$ cat config.mk
export PLATFORM = sky130hd
export DESIGN_NAME = tx_sched
export DESIGN_NICKNAME = d
export VERILOG_FILES = /design/src/rtl/tx_sched_pkg.sv /design/src/rtl/tx_sched_arb.sv /design/src/rtl/tx_sched.sv
export SDC_FILE = /design/constraint.sdc
export NUM_CORES = 1
export LEC_CHECK = 0
export BUFFER_PORTS_ARGS = -buffer_cell sky130_fd_sc_hd__clkbuf_2
export CAP_MARGIN = 5
export CORE_UTILIZATION = 30
export DETAILED_ROUTE_END_ITERATION = 16
export PLACE_DENSITY = 0.61
export RECOVER_POWER = 25
export SETUP_SLACK_MARGIN = 0.2
export SLEW_MARGIN = 20
export SYNTH_ARGS = -nofsm -noshare
export SYNTH_HDL_FRONTEND = slang
export SYNTH_SLANG_ARGS = --single-unit
$ cat constraint.sdc
create_clock -name clk -period 2.5 [get_ports clk]
set_clock_uncertainty 0.1 [all_clocks]
set_input_delay 0 -clock clk [delete_from_list [all_inputs] [get_ports clk]]
set_output_delay 0 -clock clk [all_outputs]
set_load 0.02 [all_outputs]
$ cat src/rtl/tx_sched_pkg.sv
// Shared types and constants for the transmit scheduler.
package tx_sched_pkg;

  typedef enum logic [2:0] {
    ST_IDLE     = 3'd0,
    ST_SYNC     = 3'd1,
    ST_DATA     = 3'd2,
    ST_EOP      = 3'd3,
    ST_WAIT_EOP = 3'd4,
    ST_GAP      = 3'd5
  } state_t;

  localparam logic [1:0] GRANT_NONE = 2'b00;
  localparam logic [1:0] GRANT_HS   = 2'b01;
  localparam logic [1:0] GRANT_DP   = 2'b10;

  localparam logic [7:0] SYNC_BYTE_DEF = 8'b0111_1111;

endpackage

$ cat src/rtl/tx_sched_arb.sv
// Packet-level arbiter: hs has priority, but after MAX_HS_STREAK back-to-back
// hs grants a waiting dp requester is served once.
module tx_sched_arb
  import tx_sched_pkg::*;
#(
  parameter int MAX_HS_STREAK = 4
) (
  input  logic       clk,
  input  logic       n_rst,
  input  logic       hs_req,
  input  logic       dp_req,
  input  logic       arb_en,
  output logic [1:0] winner
);

  localparam int SW = $clog2(MAX_HS_STREAK + 1);

  logic [SW-1:0] hs_streak_r;
  logic          at_limit_s;

  assign at_limit_s = (hs_streak_r == SW'(MAX_HS_STREAK));

  // Priority decision; only meaningful while the scheduler is idle.
  always_comb begin
    winner = GRANT_NONE;
    if (!arb_en) begin
      winner = GRANT_NONE;
    end else if (hs_req && !(dp_req && at_limit_s)) begin
      winner = GRANT_HS;
    end else if (dp_req) begin
      winner = GRANT_DP;
    end else begin
      winner = GRANT_NONE;
    end
  end

  // Saturating count of consecutive hs grants; any dp grant clears it.
  always_ff @(posedge clk or posedge n_rst) begin
    if (n_rst) begin
      hs_streak_r <= {SW{1'b0}};
    end else if (winner == GRANT_HS) begin
      if (!at_limit_s) begin
        hs_streak_r <= hs_streak_r + SW'(1);
      end else begin
        hs_streak_r <= hs_streak_r;
      end
    end else if (winner == GRANT_DP) begin
      hs_streak_r <= {SW{1'b0}};
    end else begin
      hs_streak_r <= hs_streak_r;
    end
  end

endmodule

$ cat src/rtl/tx_sched.sv
// Transmit scheduler: shares one byte serializer between the handshake (hs)
// and data-packet (dp) requesters. Emits SYNC, forwards the granted stream,
// triggers EOP and enforces the inter-packet gap.
module tx_sched
  import tx_sched_pkg::*;
#(
  parameter logic [7:0] SYNC_BYTE     = SYNC_BYTE_DEF,
  parameter int         IPG_CYCLES    = 16,
  parameter int         MAX_HS_STREAK = 4
) (
  input  logic       clk,
  input  logic       n_rst,
  input  logic       hs_req,
  input  logic [7:0] hs_byte,
  input  logic       hs_last,
  output logic       hs_pop,
  input  logic       dp_req,
  input  logic [7:0] dp_byte,
  input  logic       dp_last,
  output logic       dp_pop,
  input  logic       ser_ready,
  output logic       ser_load,
  output logic [7:0] ser_byte,
  output logic       eop_start,
  input  logic       eop_done,
  output logic [1:0] grant,
  output logic       busy,
  output logic       underrun
);

  localparam int GW = $clog2(IPG_CYCLES + 1);

  state_t        state_r, state_nxt_s;
  logic [GW-1:0] gap_r, gap_nxt_s;
  logic [1:0]    grant_r, grant_nxt_s;
  logic [1:0]    winner_s;
  logic          g_req_s, g_last_s;
  logic [7:0]    g_byte_s;

  tx_sched_arb #(
    .MAX_HS_STREAK(MAX_HS_STREAK)
  ) u_arb (
    .clk    (clk),
    .n_rst  (n_rst),
    .hs_req (hs_req),
    .dp_req (dp_req),
    .arb_en (state_r == ST_IDLE),
    .winner (winner_s)
  );

  // Select the granted requester's stream; the other one is ignored entirely.
  always_comb begin
    g_req_s  = 1'b0;
    g_byte_s = 8'h00;
    g_last_s = 1'b0;
    case (grant_r)
      GRANT_HS: begin
        g_req_s  = hs_req;
        g_byte_s = hs_byte;
        g_last_s = hs_last;
      end
      GRANT_DP: begin
        g_req_s  = dp_req;
        g_byte_s = dp_byte;
        g_last_s = dp_last;
      end
      default: begin
        g_req_s  = 1'b0;
        g_byte_s = 8'h00;
        g_last_s = 1'b0;
      end
    endcase
  end

  // Packet sequencing: next state, gap counter, grant and Mealy outputs.
  always_comb begin
    state_nxt_s = state_r;
    gap_nxt_s   = gap_r;
    grant_nxt_s = grant_r;
    ser_load    = 1'b0;
    ser_byte    = 8'h00;
    hs_pop      = 1'b0;
    dp_pop      = 1'b0;
    eop_start   = 1'b0;
    underrun    = 1'b0;
    case (state_r)
      ST_IDLE: begin
        if (winner_s != GRANT_NONE) begin
          grant_nxt_s = winner_s;
          state_nxt_s = ST_SYNC;
        end else begin
          grant_nxt_s = GRANT_NONE;
        end
      end
      ST_SYNC: begin
        if (ser_ready) begin
          ser_load    = 1'b1;
          ser_byte    = SYNC_BYTE;
          state_nxt_s = ST_DATA;
        end else begin
          state_nxt_s = ST_SYNC;
        end
      end
      ST_DATA: begin
        if (ser_ready && g_req_s) begin
          ser_load = 1'b1;
          ser_byte = g_byte_s;
          hs_pop   = (grant_r == GRANT_HS);
          dp_pop   = (grant_r == GRANT_DP);
          if (g_last_s) begin
            state_nxt_s = ST_EOP;
          end else begin
            state_nxt_s = ST_DATA;
          end
        end else if (ser_ready) begin
          // Requester vanished mid-packet: close the packet anyway.
          underrun    = 1'b1;
          state_nxt_s = ST_EOP;
        end else begin
          state_nxt_s = ST_DATA;
        end
      end
      ST_EOP: begin
        if (ser_ready) begin
          eop_start   = 1'b1;
          state_nxt_s = ST_WAIT_EOP;
        end else begin
          state_nxt_s = ST_EOP;
        end
      end
      ST_WAIT_EOP: begin
        if (eop_done) begin
          gap_nxt_s   = GW'(IPG_CYCLES - 1);
          state_nxt_s = ST_GAP;
        end else begin
          state_nxt_s = ST_WAIT_EOP;
        end
      end
      ST_GAP: begin
        if (gap_r == {GW{1'b0}}) begin
          grant_nxt_s = GRANT_NONE;
          state_nxt_s = ST_IDLE;
        end else begin
          gap_nxt_s = gap_r - GW'(1);
        end
      end
      default: begin
        grant_nxt_s = GRANT_NONE;
        gap_nxt_s   = {GW{1'b0}};
        state_nxt_s = ST_IDLE;
      end
    endcase
  end

  // State, gap counter and grant registers; reset abandons any packet.
  always_ff @(posedge clk or posedge n_rst) begin
    if (n_rst) begin
      state_r <= ST_IDLE;
      gap_r   <= {GW{1'b0}};
      grant_r <= GRANT_NONE;
    end else begin
      state_r <= state_nxt_s;
      gap_r   <= gap_nxt_s;
      grant_r <= grant_nxt_s;
    end
  end

  assign grant = grant_r;
  assign busy  = (state_r != ST_IDLE);

endmodule

### Word-level counts from Yosys, hierarchy flattened

Cells that the tools add are included.

* add/sub/neg operators: 2
* equality and inequality tests: 15
* mux-type cells: 37
* bitwise operators: 2
* reduce and logical (&&, ||, !) cells: 15

Operator list (number)
* 8-bit one-hot mux with 2 select lines: 2
* 3-bit two-way mux: 7
* 3-bit one-hot mux with 6 select lines: 1
* 5-bit one-hot mux with 3 select lines: 1
* 1-bit two-way mux: 12
* 2-bit two-way mux: 6
* 5-bit two-way mux: 2
* 2-bit != test, second input constant: 5
* 3-bit == test, second input constant: 3
* 8-bit two-way mux: 1
* 4-bit OR reduction: 2
* 7-bit two-way mux: 1
* 3-bit by 2-bit == test with 1-bit output, second input constant: 2
* 1-bit one-hot mux with 2 select lines: 3
* 2-bit one-hot mux with 3 select lines: 1
* 2-bit AND reduction: 3
* 5-bit zero test: 1
* 5-bit by 1-bit subtractor with 5-bit output, second input constant: 1
* 2-bit by 1-bit == test with 1-bit output, second input constant: 2
* 2-bit == test, second input constant: 2
* 2-bit nonzero test: 2
* 3-bit by 1-bit adder with 3-bit output, second input constant: 1
* 3-bit by 1-bit == test with 1-bit output, second input constant: 1
* 1-bit logical AND: 3
* 5 further kinds: 6

* register bits: 13
* bits of input ports: 24
* output and inout bits: 16
* logic and storage cells: 75

### Logic depth before layout (Yosys ltp)

* depth in word-level cells: 9
* depth in mapped cells: 6
* gate-level depth less buffers: 6

### Modules after synthesis

From an unflattened synthesis, not the netlist that was laid out.

* cells, all modules: 118
* area, all modules: 1087.3 µm²

By module, submodules not included
* tx_sched: instances 1, cells an instance 96, area each 865.8 µm²
* tx_sched_arb: instances 1, cells an instance 22, area each 221.5 µm²

### Worst setup path after synthesis

No wires, ideal clock.

* path type: register -> output
* start: reg grant_r[0] (netlist: grant[0])
* end: out ser_byte[0]
* data arrival time: 1.753 ns
* required time: 2.400 ns
* path slack: 0.647 ns
* cell stages (with the launch flop): 6
* buffers on the path: 0
* cells stage by stage: dfrtp_1 inv_1 ha_1 or3_4 nor2_8 a221o_1

* word-level cells in the longest chain between the ends: 5
* elaborated cells on any way between the ends: 7

Ends and longest elaborated chain
* from (decl): line tx_sched.sv:35 `logic [1:0] grant_r, grant_nxt_s;`
* from (signal assigned): line tx_sched.sv:164 `grant_r <= grant_nxt_s;`
* 2-bit == test or 2-bit by 1-bit == test with 1-bit output (tied branches): line tx_sched.sv:56 `case (grant_r)`
* 1-bit one-hot mux with 2 select lines: line tx_sched.sv:56
* 1-bit logical AND: line tx_sched.sv:105 `if (ser_ready && g_req_s) begin`
* 8-bit two-way mux (*): line tx_sched.sv:105
* 8-bit one-hot mux with 2 select lines (*): line tx_sched.sv:86 `case (state_r)`
* to (decl): line tx_sched.sv:23 `output logic [7:0] ser_byte,`

Mark *: on every way between the ends. The rest lies on a longest branch, timed or not.

### Final worst setup path

* start: reg state_r[2]
* end: out ser_byte[2]

* word-level cells in the longest chain between the ends: 2
* elaborated cells on any way between the ends: 3

Ends and longest elaborated chain
* from (decl): line tx_sched.sv:33 `state_t state_r, state_nxt_s;`
* from (signal assigned): line tx_sched.sv:162 `state_r <= state_nxt_s;`
* 3-bit by 2-bit == test with 1-bit output or 3-bit by 1-bit == test with 1-bit output (tied branches): line tx_sched.sv:86
* 8-bit one-hot mux with 2 select lines (*): line tx_sched.sv:86

Marked as above.

==> summary.md <==
| Metric | Value |
|---|---|
| Hold Crit Start | ser_ready |
| Std cell rows | 20 |
| Fmax | 471 MHz |
| Max Slew Vio Count | 0 |
| Switching share of power | 0.470 |
| Clock root cell | clkbuf_4 |
| Die ar. | 3680 um^2 |
| Initial drt markers | 25 |
| Via count | 1004 |
| Htree depth | 1 |
| Core area | 3150 um^2 |
| Worst VDD drop | just over 400 uV |
| Sequential Power Share | 0.345 |
| HP Class | in -> reg |
| CP max-delay cell | dfrtp_1 |
| CP arrival | around 2.0 ns |
| Antenna Violating Nets Remaining | 0 |
| Synthesized instance count | 111 |
| Nets | 185 |
| FF-to-FF path depth | 6 |
| Clk slew on worst S/H paths | roughly 0.08 ns |
| CP max FO | 15 |
| R2r setup slk | 0.77 ns |
| Critical Path Sink | ser_byte[2] |
| Post-CTS Resized | 0 |
| Routability cong. | 0.833 |
| Internal | 0.687 mW |
| Most common cell after layout, fill and taps aside | clkbuf_2 |
| Worst r2r src | gap_r[0] |
| Count of final setup violators | 0 |
| Synth Cell Area | a little over 1000 um^2 |
| Port buffer count | 39 |
| Crit Reg-Reg Endpoint | gap_r[4] |
| Max-slew headroom | 0.665 |
| Vias in the first global route | 947 |
| Clock sink count | 13 |
| Finished Core Util | 0.419 |
| HPWL Detailed | about 2 mm |
| Combinational power share | 0.560 |
| Fin. Hold Viols | 0 |
| Synth unique cells | 38 |
| Grt total ovfl | 0 |
| Max incr delay on CP | between 0.5 and 0.6 ns |
| Inserted Clock Buffers | 3 |
| P per Cell Area | 980 nW/um^2 |
| Mapped Nets | 141 |
| Critical path class | reg -> out |
| Post-synth EDFFs | 0 |
| TritonCTS clock tree | done |
| Clock share of power | 0.095 |
| Final Cycle Share | 0.850 |
| Routed length per instance | 12.3 um |
| Final setup TNS | 0 ns |
| FF+latch count, synth | 13 |
| Hold buffers post-CTS | 3 |
| CP startpoint kind | register |
| Actual slew at the worst max-slew pin | 0.502 ns |
| Clock Tree Buf Depth | 2 |
| DRT Wirelength | 2.44 mm |
| Largest net degree at the start of global routing | 16 |
| Status | complete, no violations |
| Remaining DRCs | 0 |
| Most frequent cells in the layout | clkbuf_2, nor2_1, dfrtp_1, inv_1, a221o_1 |
| First-pass GRT wire length | between 3 and 4 mm |
| Minimum clock period | roughly 2.1 ns |
| RSZ-0062 raised after global routing | no |
| Endpoint class of the critical path | output port |
| Io pins | 40 |
| 1st-pass router iterations | 4 |
| Post-CTS Setup Bufs | 0 |
| Synth async-reset ratio | 1.00 |
| Die width | slightly above 60 um |
| Total Routing Usage GR | 0.141 |
| Die height | 60.7 um |
| Post-place setup slack | 0.661 ns |
| Yosys warns | 0 |
| Sw Pwr | 0.608 mW |
| Cell Chain, Critical Path | nand4bb_1 > or3_4 > nor2_8 > a221o_1 > clkbuf_2 |
| Antenna cell count | 0 |
| P_leak | roughly 0.67 nW |
| Vias per inst | a little over 5 |
| Initial antenna violation count | 0 |
| Worst Setup SP | state_r[2] |
| Final worst setup slack | 0.375 ns |
| Sequential area share after synthesis | 0.315 |
| Syn avg cell area | 9.30 um^2 |
| Starting Density | 0.327 |
| Clk_lat worst skew | 0.27 ns |
| Most common flop cell mapped by yosys | dfrtp_1 |
| Share of cells above drive strength 1 | 0.338 |
| Area Growth Syn to Fin | 28.0% |
| Maxcap violations | 0 |
| Total Power | 1.29 mW |
| Critical path required time | 2.40 ns |
through the flow:
stage          hold WS [ns]  std cells  instance area (um^2)
2_1_floorplan        -0.223        111                  1030
3_3_place_gp        -0.0750        191                  1260
3_5_place_dp        -0.0623        191                  1260
4_1_cts              0.0344        198                  1320
5_1_grt              0.0630        198                  1320
6_report             0.0287        198                  1320
Yosys cell counts, drive strengths merged (3+ instances only):
master	number	share of area
nand2	6	0.022
ha	6	0.073
dfrtp	13	0.32
inv	12	0.044
buf	3	0.017
nand3	3	0.015
nor2	15	0.086
o21ai	6	0.029
a21oi	3	0.015
o22a	4	0.034
a32o	3	0.029
a221o	7	0.068
power groups by stage:
stage | sequential (mW) | combinational [mW] | clock, mW
after detailed placement | 0.451 | 0.726 | 0
after CTS | 0.447 | 0.734 | 0.128
after floorplan | 0.398 | 0.595 | 0
after global routing | 0.471 | 0.824 | 0.137
after global placement | 0.443 | 0.712 | 0
final | 0.447 | 0.725 | 0.123
flip-flops by register name, indices dropped and copies added (netlist names):
name               count
gap_r                  5
state_r                3
u_arb.hs_streak_r      3
grant                  2
worst min-delay path by stage:
stage | endpoint | slack, ns | depth (start not counted)
after detailed placement | gap_r[1] | -0.06 | 2
after CTS | state_r[1] | 0.03 | 4
after global placement | u_arb.hs_streak_r[0] | -0.07 | 2
after floorplan | gap_r[0] | -0.22 | 1
final | state_r[1] | 0.03 | 4
after global routing | state_r[1] | 0.06 | 4
worst max-delay path: cells and delay by family (launching register included):
family,cells,cell delay [ns]
AO/OA/AOI/OAI,1,0.17
AND/OR/NAND/NOR,3,0.90
flip-flops,1,0.53
buffers and inverters,1,0.17
cells by family after synthesis:
logic type / Yosys count / synth area share
AO/OA/AOI/OAI: 38 / 0.296
AND/OR/NAND/NOR: 37 / 0.238
buffers and inverters: 15 / 0.0606
flip-flops: 13 / 0.315
adder cells (fa/ha/maj): 6 / 0.0727
XOR/XNOR: 1 / 0.00849
multiplexers: 1 / 0.00970
layer usage:
| layer | vias up | wire length, um | part of all wire | global-route usage |
|---|---|---|---|---|
| met3 | 6 | 177 | 0.073 | 0.0171 |
| met4 | 0 | 44 | 0.018 | 0.0649 |
| met5 | - | 0 | 0 | 0 |
| met2 | 43 | 1180 | 0.48 | 0.256 |
| met1 | 457 | 1040 | 0.42 | 0.166 |
| li1 | 498 | - | - | - |
area by class of cell:
class	instances	area (um^2)
fill	329	1830
multi-input combinational	83	644
sequential	13	325
timing repair buffer	42	225
tap	44	55.1
inverter	12	45.0
clock buffer	4	26.3
Note: power is estimated with default switching activity, not from simulation.
